[config.mk]
export PLATFORM = sky130hd
export DESIGN_NAME = hazard_ctrl_flat
export DESIGN_NICKNAME = d
export VERILOG_FILES = /design/src/rtl/cpu_pkg.sv /design/src/rtl/hazard_ctrl_if.sv /design/src/rtl/irq_sync.sv /design/src/rtl/hazard_ctrl.sv /design/src/flat_wrapper.sv
export SDC_FILE = /design/constraint.sdc
export NUM_CORES = 1
export LEC_CHECK = 0
export BUFFER_PORTS_ARGS = -buffer_cell sky130_fd_sc_hd__clkbuf_2
export CORE_AREA = 2 2 39 41
export DETAILED_ROUTE_END_ITERATION = 8
export DIE_AREA = 0 0 41 43
export MAX_ROUTING_LAYER = met4
export PLACE_DENSITY_LB_ADDON = 0.2
export SYNTH_ARGS = -nofsm -noshare
export SYNTH_HDL_FRONTEND = slang
export SYNTH_SLANG_ARGS = --single-unit
[constraint.sdc]
create_clock -name clk -period 1.8 [get_ports clk]
set_clock_uncertainty 0.15 [all_clocks]
set_input_delay 0 -clock clk [delete_from_list [all_inputs] [get_ports clk]]
set_output_delay 0 -clock clk [all_outputs]
set_load 0.005 [all_outputs]
[src/rtl/cpu_pkg.sv]
// Shared CPU definitions: PCSrc encodings and the interrupt-entry FSM states.
package cpu_pkg;

  localparam logic [2:0] PCSRC_SEQ   = 3'd0;
  localparam logic [2:0] PCSRC_BR    = 3'd1;
  localparam logic [2:0] PCSRC_J     = 3'd2;
  localparam logic [2:0] PCSRC_JR    = 3'd3;
  localparam logic [2:0] PCSRC_ILLOP = 3'd4;
  localparam logic [2:0] PCSRC_IRQ   = 3'd5;

  typedef enum logic [1:0] {
    ST_RUN     = 2'd0,
    ST_PEND    = 2'd1,
    ST_HANDLER = 2'd2
  } irq_state_e;

endpackage

[src/rtl/hazard_ctrl_if.sv]
// Bundle between the pipeline datapath and the hazard controller.
// The master side is the datapath, the slave side is hazard_ctrl.
// Counter signals exist only when HAZARD_PERF_CNT_EN is defined.
interface hazard_ctrl_if;

  logic [4:0] rs_id;
  logic [4:0] rt_id;
  logic       use_rt_id;
  logic [2:0] pcsrc_id;
  logic       iret_id;
  logic       memrd_ex;
  logic [4:0] wreg_ex;
  logic [2:0] pcsrc_ex;
  logic       br_taken_ex;
  logic       mem_busy;
  logic       irq;
  logic       stall_pc;
  logic       stall_if2id;
  logic       flush_if2id;
  logic       flush_id2ex;
  logic       irq_take;
`ifdef HAZARD_PERF_CNT_EN
  logic [31:0] stall_cnt;
  logic [31:0] flush_cnt;
`endif

  modport master (
    output rs_id, rt_id, use_rt_id, pcsrc_id, iret_id,
    output memrd_ex, wreg_ex, pcsrc_ex, br_taken_ex, mem_busy, irq,
    input  stall_pc, stall_if2id, flush_if2id, flush_id2ex, irq_take
`ifdef HAZARD_PERF_CNT_EN
    , input stall_cnt, input flush_cnt
`endif
  );

  modport slave (
    input  rs_id, rt_id, use_rt_id, pcsrc_id, iret_id,
    input  memrd_ex, wreg_ex, pcsrc_ex, br_taken_ex, mem_busy, irq,
    output stall_pc, stall_if2id, flush_if2id, flush_id2ex, irq_take
`ifdef HAZARD_PERF_CNT_EN
    , output stall_cnt, output flush_cnt
`endif
  );

endinterface

[src/rtl/irq_sync.sv]
// Synchroniser chain for the asynchronous irq level plus a rising-edge
// detector that emits a one-cycle pulse from the last synchroniser flop.
module irq_sync #(
  parameter int STAGES = 2
) (
  input  logic clk,
  input  logic reset,
  input  logic irq_i,
  output logic irq_rise_o
);

  logic [STAGES-1:0] sync_q;
  logic              hist_q;

  // Shift irq through the synchroniser and remember the last synced level.
  always_ff @(posedge clk or posedge reset) begin
    if (reset) begin
      sync_q <= '0;
      hist_q <= 1'b0;
    end else begin
      sync_q <= {sync_q[STAGES-2:0], irq_i};
      hist_q <= sync_q[STAGES-1];
    end
  end

  assign irq_rise_o = sync_q[STAGES-1] & ~hist_q;

endmodule

[src/rtl/hazard_ctrl.sv]
// Pipeline hazard/flush controller with interrupt-entry sequencing.
// Priority: mem_busy freeze > taken branch > load-use > jump in ID > irq entry.
// Optional performance counters are enabled by defining HAZARD_PERF_CNT_EN.
module hazard_ctrl
  import cpu_pkg::*;
#(
  parameter int IRQ_SYNC_STAGES = 2
) (
  input logic         clk,
  input logic         reset,
  hazard_ctrl_if.slave bus
);

  irq_state_e state_q, state_d;
  logic       irqRise;
  logic       brTaken;
  logic       loadUse;
  logic       jumpId;
  logic       stallPc;
  logic       stallIf2id;
  logic       flushIf2id;
  logic       flushId2ex;
  logic       irqTake;

  irq_sync #(.STAGES(IRQ_SYNC_STAGES)) u_irq_sync (
    .clk        (clk),
    .reset      (reset),
    .irq_i      (bus.irq),
    .irq_rise_o (irqRise)
  );

  assign brTaken = (bus.pcsrc_ex == PCSRC_BR) && bus.br_taken_ex;
  assign loadUse = bus.memrd_ex && (bus.wreg_ex != 5'd0) &&
                   ((bus.wreg_ex == bus.rs_id) ||
                    (bus.use_rt_id && (bus.wreg_ex == bus.rt_id)));
  assign jumpId  = (bus.pcsrc_id == PCSRC_J) || (bus.pcsrc_id == PCSRC_JR) ||
                   (bus.pcsrc_id == PCSRC_ILLOP);

  // Resolve the prioritised stall/flush response and the interrupt FSM step.
  always_comb begin
    stallPc    = 1'b0;
    stallIf2id = 1'b0;
    flushIf2id = 1'b0;
    flushId2ex = 1'b0;
    irqTake    = 1'b0;
    state_d    = state_q;

    if (bus.mem_busy) begin
      stallPc    = 1'b1;
      stallIf2id = 1'b1;
    end else if (brTaken) begin
      flushIf2id = 1'b1;
      flushId2ex = 1'b1;
    end else if (loadUse) begin
      stallPc    = 1'b1;
      stallIf2id = 1'b1;
      flushId2ex = 1'b1;
    end else if (jumpId) begin
      flushIf2id = 1'b1;
    end

    unique case (state_q)
      ST_RUN: begin
        if (irqRise) state_d = ST_PEND;
      end
      ST_PEND: begin
        if (!bus.mem_busy && !brTaken && !loadUse && !jumpId &&
            (bus.pcsrc_ex != PCSRC_BR) && (bus.pcsrc_id == PCSRC_SEQ)) begin
          irqTake    = 1'b1;
          flushIf2id = 1'b1;
          state_d    = ST_HANDLER;
        end
      end
      ST_HANDLER: begin
        if (bus.iret_id && (bus.pcsrc_id == PCSRC_JR) && !stallPc)
          state_d = ST_RUN;
      end
      default: state_d = ST_RUN;
    endcase
  end

  // Interrupt-entry state register.
  always_ff @(posedge clk or posedge reset) begin
    if (reset) state_q <= ST_RUN;
    else       state_q <= state_d;
  end

  assign bus.stall_pc    = stallPc    & ~reset;
  assign bus.stall_if2id = stallIf2id & ~reset;
  assign bus.flush_if2id = flushIf2id & ~reset;
  assign bus.flush_id2ex = flushId2ex & ~reset;
  assign bus.irq_take    = irqTake    & ~reset;

`ifdef HAZARD_PERF_CNT_EN
  logic [31:0] stallCnt_q;
  logic [31:0] flushCnt_q;

  // Count stalled cycles and flushed slots, wrapping naturally at 2^32.
  always_ff @(posedge clk or posedge reset) begin
    if (reset) begin
      stallCnt_q <= '0;
      flushCnt_q <= '0;
    end else begin
      stallCnt_q <= stallCnt_q + {31'd0, stallPc};
      flushCnt_q <= flushCnt_q + {31'd0, flushIf2id} + {31'd0, flushId2ex};
    end
  end

  assign bus.stall_cnt = stallCnt_q;
  assign bus.flush_cnt = flushCnt_q;
`endif

endmodule

[src/flat_wrapper.sv]
// flat-port wrapper written by rule: the top's interface ports become plain ports
module hazard_ctrl_flat import cpu_pkg::*;
#(
  parameter int IRQ_SYNC_STAGES = 2
)
  (clk, reset, bus_rs_id, bus_rt_id, bus_use_rt_id, bus_pcsrc_id, bus_iret_id, bus_memrd_ex, bus_wreg_ex, bus_pcsrc_ex, bus_br_taken_ex, bus_mem_busy, bus_irq, bus_stall_pc, bus_stall_if2id, bus_flush_if2id, bus_flush_id2ex, bus_irq_take);
  hazard_ctrl_if bus_i ();
  input logic clk;
  input logic reset;
  input wire logic [$bits(bus_i.rs_id)-1:0] bus_rs_id;
  input wire logic [$bits(bus_i.rt_id)-1:0] bus_rt_id;
  input wire logic [$bits(bus_i.use_rt_id)-1:0] bus_use_rt_id;
  input wire logic [$bits(bus_i.pcsrc_id)-1:0] bus_pcsrc_id;
  input wire logic [$bits(bus_i.iret_id)-1:0] bus_iret_id;
  input wire logic [$bits(bus_i.memrd_ex)-1:0] bus_memrd_ex;
  input wire logic [$bits(bus_i.wreg_ex)-1:0] bus_wreg_ex;
  input wire logic [$bits(bus_i.pcsrc_ex)-1:0] bus_pcsrc_ex;
  input wire logic [$bits(bus_i.br_taken_ex)-1:0] bus_br_taken_ex;
  input wire logic [$bits(bus_i.mem_busy)-1:0] bus_mem_busy;
  input wire logic [$bits(bus_i.irq)-1:0] bus_irq;
  output wire logic [$bits(bus_i.stall_pc)-1:0] bus_stall_pc;
  output wire logic [$bits(bus_i.stall_if2id)-1:0] bus_stall_if2id;
  output wire logic [$bits(bus_i.flush_if2id)-1:0] bus_flush_if2id;
  output wire logic [$bits(bus_i.flush_id2ex)-1:0] bus_flush_id2ex;
  output wire logic [$bits(bus_i.irq_take)-1:0] bus_irq_take;
  assign bus_i.rs_id = bus_rs_id;
  assign bus_i.rt_id = bus_rt_id;
  assign bus_i.use_rt_id = bus_use_rt_id;
  assign bus_i.pcsrc_id = bus_pcsrc_id;
  assign bus_i.iret_id = bus_iret_id;
  assign bus_i.memrd_ex = bus_memrd_ex;
  assign bus_i.wreg_ex = bus_wreg_ex;
  assign bus_i.pcsrc_ex = bus_pcsrc_ex;
  assign bus_i.br_taken_ex = bus_br_taken_ex;
  assign bus_i.mem_busy = bus_mem_busy;
  assign bus_i.irq = bus_irq;
  assign bus_stall_pc = bus_i.stall_pc;
  assign bus_stall_if2id = bus_i.stall_if2id;
  assign bus_flush_if2id = bus_i.flush_if2id;
  assign bus_flush_id2ex = bus_i.flush_id2ex;
  assign bus_irq_take = bus_i.irq_take;
  hazard_ctrl #(.IRQ_SYNC_STAGES(IRQ_SYNC_STAGES)) u_core (.clk(clk), .reset(reset), .bus(bus_i));
endmodule
==> impl_metrics.csv <==
group,metric,value,unit
clock_network,cts_buffers,3,
worst_setup_path,crit_type,"reg -> out",
drt,dr_total_vias,509,
worst_setup_path,worst-path-buf-inv,1,
clock_network,cts_htree_levels,1,
power,irDropWorstVdd,0.370,mV
hold_path,hold_path.class,"in -> reg",
drt,drt_iter0_markers,13,
placement,portBuffers,33,
yosys,yosys.area.top_type,"dfrtp_1",
finish,layout-drive-gt1-share,43.3,%
clock_network,clockRootBuffer,"clkbuf_4",
floorplanning,die_w,41,um
finish,n_antenna_cell,0,
global_routing,antenna_found_initial,0,
clock_network,cts_buffer_depth,2,
sta,tns,0,ps
clock_network,cts_sinks,5,
sta,worstMarginPinSlew,359,ps
worst_setup_path,worstPathRequired,1650,ps
worst_setup_path,critPathSlowestCell,"or4b_4",
drt,drc,0,
yosys,synth_edf_count,0,
yosys,synth_nets,79,
floorplanning,core,1380,um^2
global_routing,grt_max_degree,8,
yosys,syn_inst,50,
yosys,netlist.area_leader.share,30.2,%
worst_setup_path,crit_family,"simple AND/OR/NAND/NOR gates",
sta,clock.fmax,572,MHz
drt,vias_per_cell,4.80,
sta,fin_ws,51.4,ps
drt,wl_per_cell,9.77,um
floorplanning,initial_core_util,29.9,%
drt,ant_nets,0,
worst_setup_path,end_kind,"output port",
worst_setup_path,cp_slowest_stage_delay,520,ps
job,max_cap_viol_count,0,
worst_setup_path,arrival,1600,ps
finish,area_delta_synth_final,59.5,%
clock_network,cts_tree,"built",
floorplanning,ios,34,
yosys,netlist_top_cells_area,"dfrtp_1 (30%), xnor2_1 (21%), nand2_1 (4.5%)",
power,p_per_area,552,nW/um^2
global_routing,grt.total_usage,13.8,%
placement,post-place-ws,298,ps
sta,slew_headroom,76.0,%
global_routing,grt_pass1_wl,1630,um
yosys,synthArstFlopShare,100,%
finish,fin_nets,120,
sta,slew_violations,0,
yosys,avgSynthCellArea,8.28,um^2
sta,setup_viol,0,
worst_setup_path,crit_path_max_fanout,3,
sta,min_period,1750,ps
worst_setup_path,worstPathCellList,"nand2_2, or4b_4, a21oi_2, and3_1, buf_2",
clock_network,insertion_delay,240,ps
sta,hold_violations,0,
drt,drt_wl_total,1040,um
yosys,synth_most_common_cell,"xnor2_1",
yosys,synth.distinct_cells,23,
floorplanning,dieArea,1760,um^2
yosys,ys_seq_area_share,30.2,%
power,total_power,0.000365,W
power,p_leak,0.321,nW
sta,whs,48.0,ps
yosys,synth_ff_type,"dfrtp_1",
yosys,yosys_warnings,0,
floorplanning,die_h,43,um
outcome,status,"complete, no violations",
global_routing,grt.overflow.total,0,
finish,fin_util,47.7,%
clock_network,clk_pin_slew,40,ps
floorplanning,std_cell_rows,14,
placement,gp_congestion,0.705,
sta,grt_setup_unrepaired,"yes",
drt,firstDrtPassIters,4,
placement,hpwl,885,um
yosys,yosys-top-cells-count,"xnor2_1 (10), dfrtp_1 (5), nand2_1 (5), inv_1 (4), nand3_1 (3)",
global_routing,grt_pass1_vias,436,
worst_setup_path,startpoint_type,"register",
yosys,syn_area,414,um^2
sta,finalCritPeriodShare,97.1,%
yosys,synth_seq_cells,5,
through the flow:
stage	instance area (um^2)	cells
detailed placement	592	98
CTS	658	106
global route	661	106
floorplan	414	50
finish	661	106
global placement	592	98
sequential cells by signal, summed over array words and instances (netlist names):
name and flops:
u_core.u_irq_sync.sync_q 2, u_core.state_q 2, u_core.u_irq_sync.hist_q 1
area by class of cell:
class,count,area [um^2]
Inverter,4,15.0
Sequential cell,5,125
Clock buffer,4,26.3
Tap cell,16,20.0
Multi-Input combinational cell,40,269
Timing Repair Buffer,37,205
Fill cell,162,723
cell usage in the layout, fill, tap and decap left out, types with 3 or more instances in the layout:
cell type and count:
xnor2_1 10, inv_1 4, nand2_1 4, clkbuf_2 32, dlygate4sd3_1 4, dfrtp_1 5, clkbuf_4 3, nand3_1 3
cell families after synthesis:
logic type	synth area share, %
AOI/OAI and AO/OA	16.6
xor gates and xnor gates	21.1
buffers and inverters	5.44
DFF	30.2
and+or+nand+nor	26.6
worst paths after layout:
kind	from	endpoint	slack, ps	cells after the start
setup / recovery	u_core.state_q[0]	bus_irq_take	50	5
hold / removal	bus_memrd_ex	u_core.state_q[0]	50	5
setup reg to reg	u_core.state_q[0]	u_core.state_q[1]	360	4
hold reg to reg	u_core.u_irq_sync.sync_q[0]	u_core.u_irq_sync.sync_q[1]	200	0
max in group asynchronous	reset	u_core.state_q[1]	1240	3
min in group asynchronous	reset	u_core.u_irq_sync.hist_q	80	3
per-layer routing:
layer | GRT usage (%) | share of wire (%) | up-vias
met5 | - | 0 | -
met4 | 2.00 | 0 | 0
met3 | 6.81 | 9.8 | 0
met2 | 22.2 | 49 | 22
met1 | 15.1 | 41 | 228
li1 | - | - | 259
worst reg2reg max path, stage by stage (launching register included):
cell	delay, ps
dfrtp_1	370
nand2_2	60
or4b_4	520
a21oi_2	130
o21bai_1	120
power breakdown:
group	leakage, nW	switching [W]	internal, W
Combinational	0.247	0.0000460	0.0000602
Sequential	0.0591	0.00000695	0.000123
Clock	0.0150	0.0000450	0.0000837
repair_timing:
item,CTS,global route
endpoints found under the hold margin,7,0
hold buffers,4,0
gates resized for setup,0,2
setup endpoints to repair,0,2
buffers inserted,0,0
No activity file was read; power rests on OpenSTA's default activity.
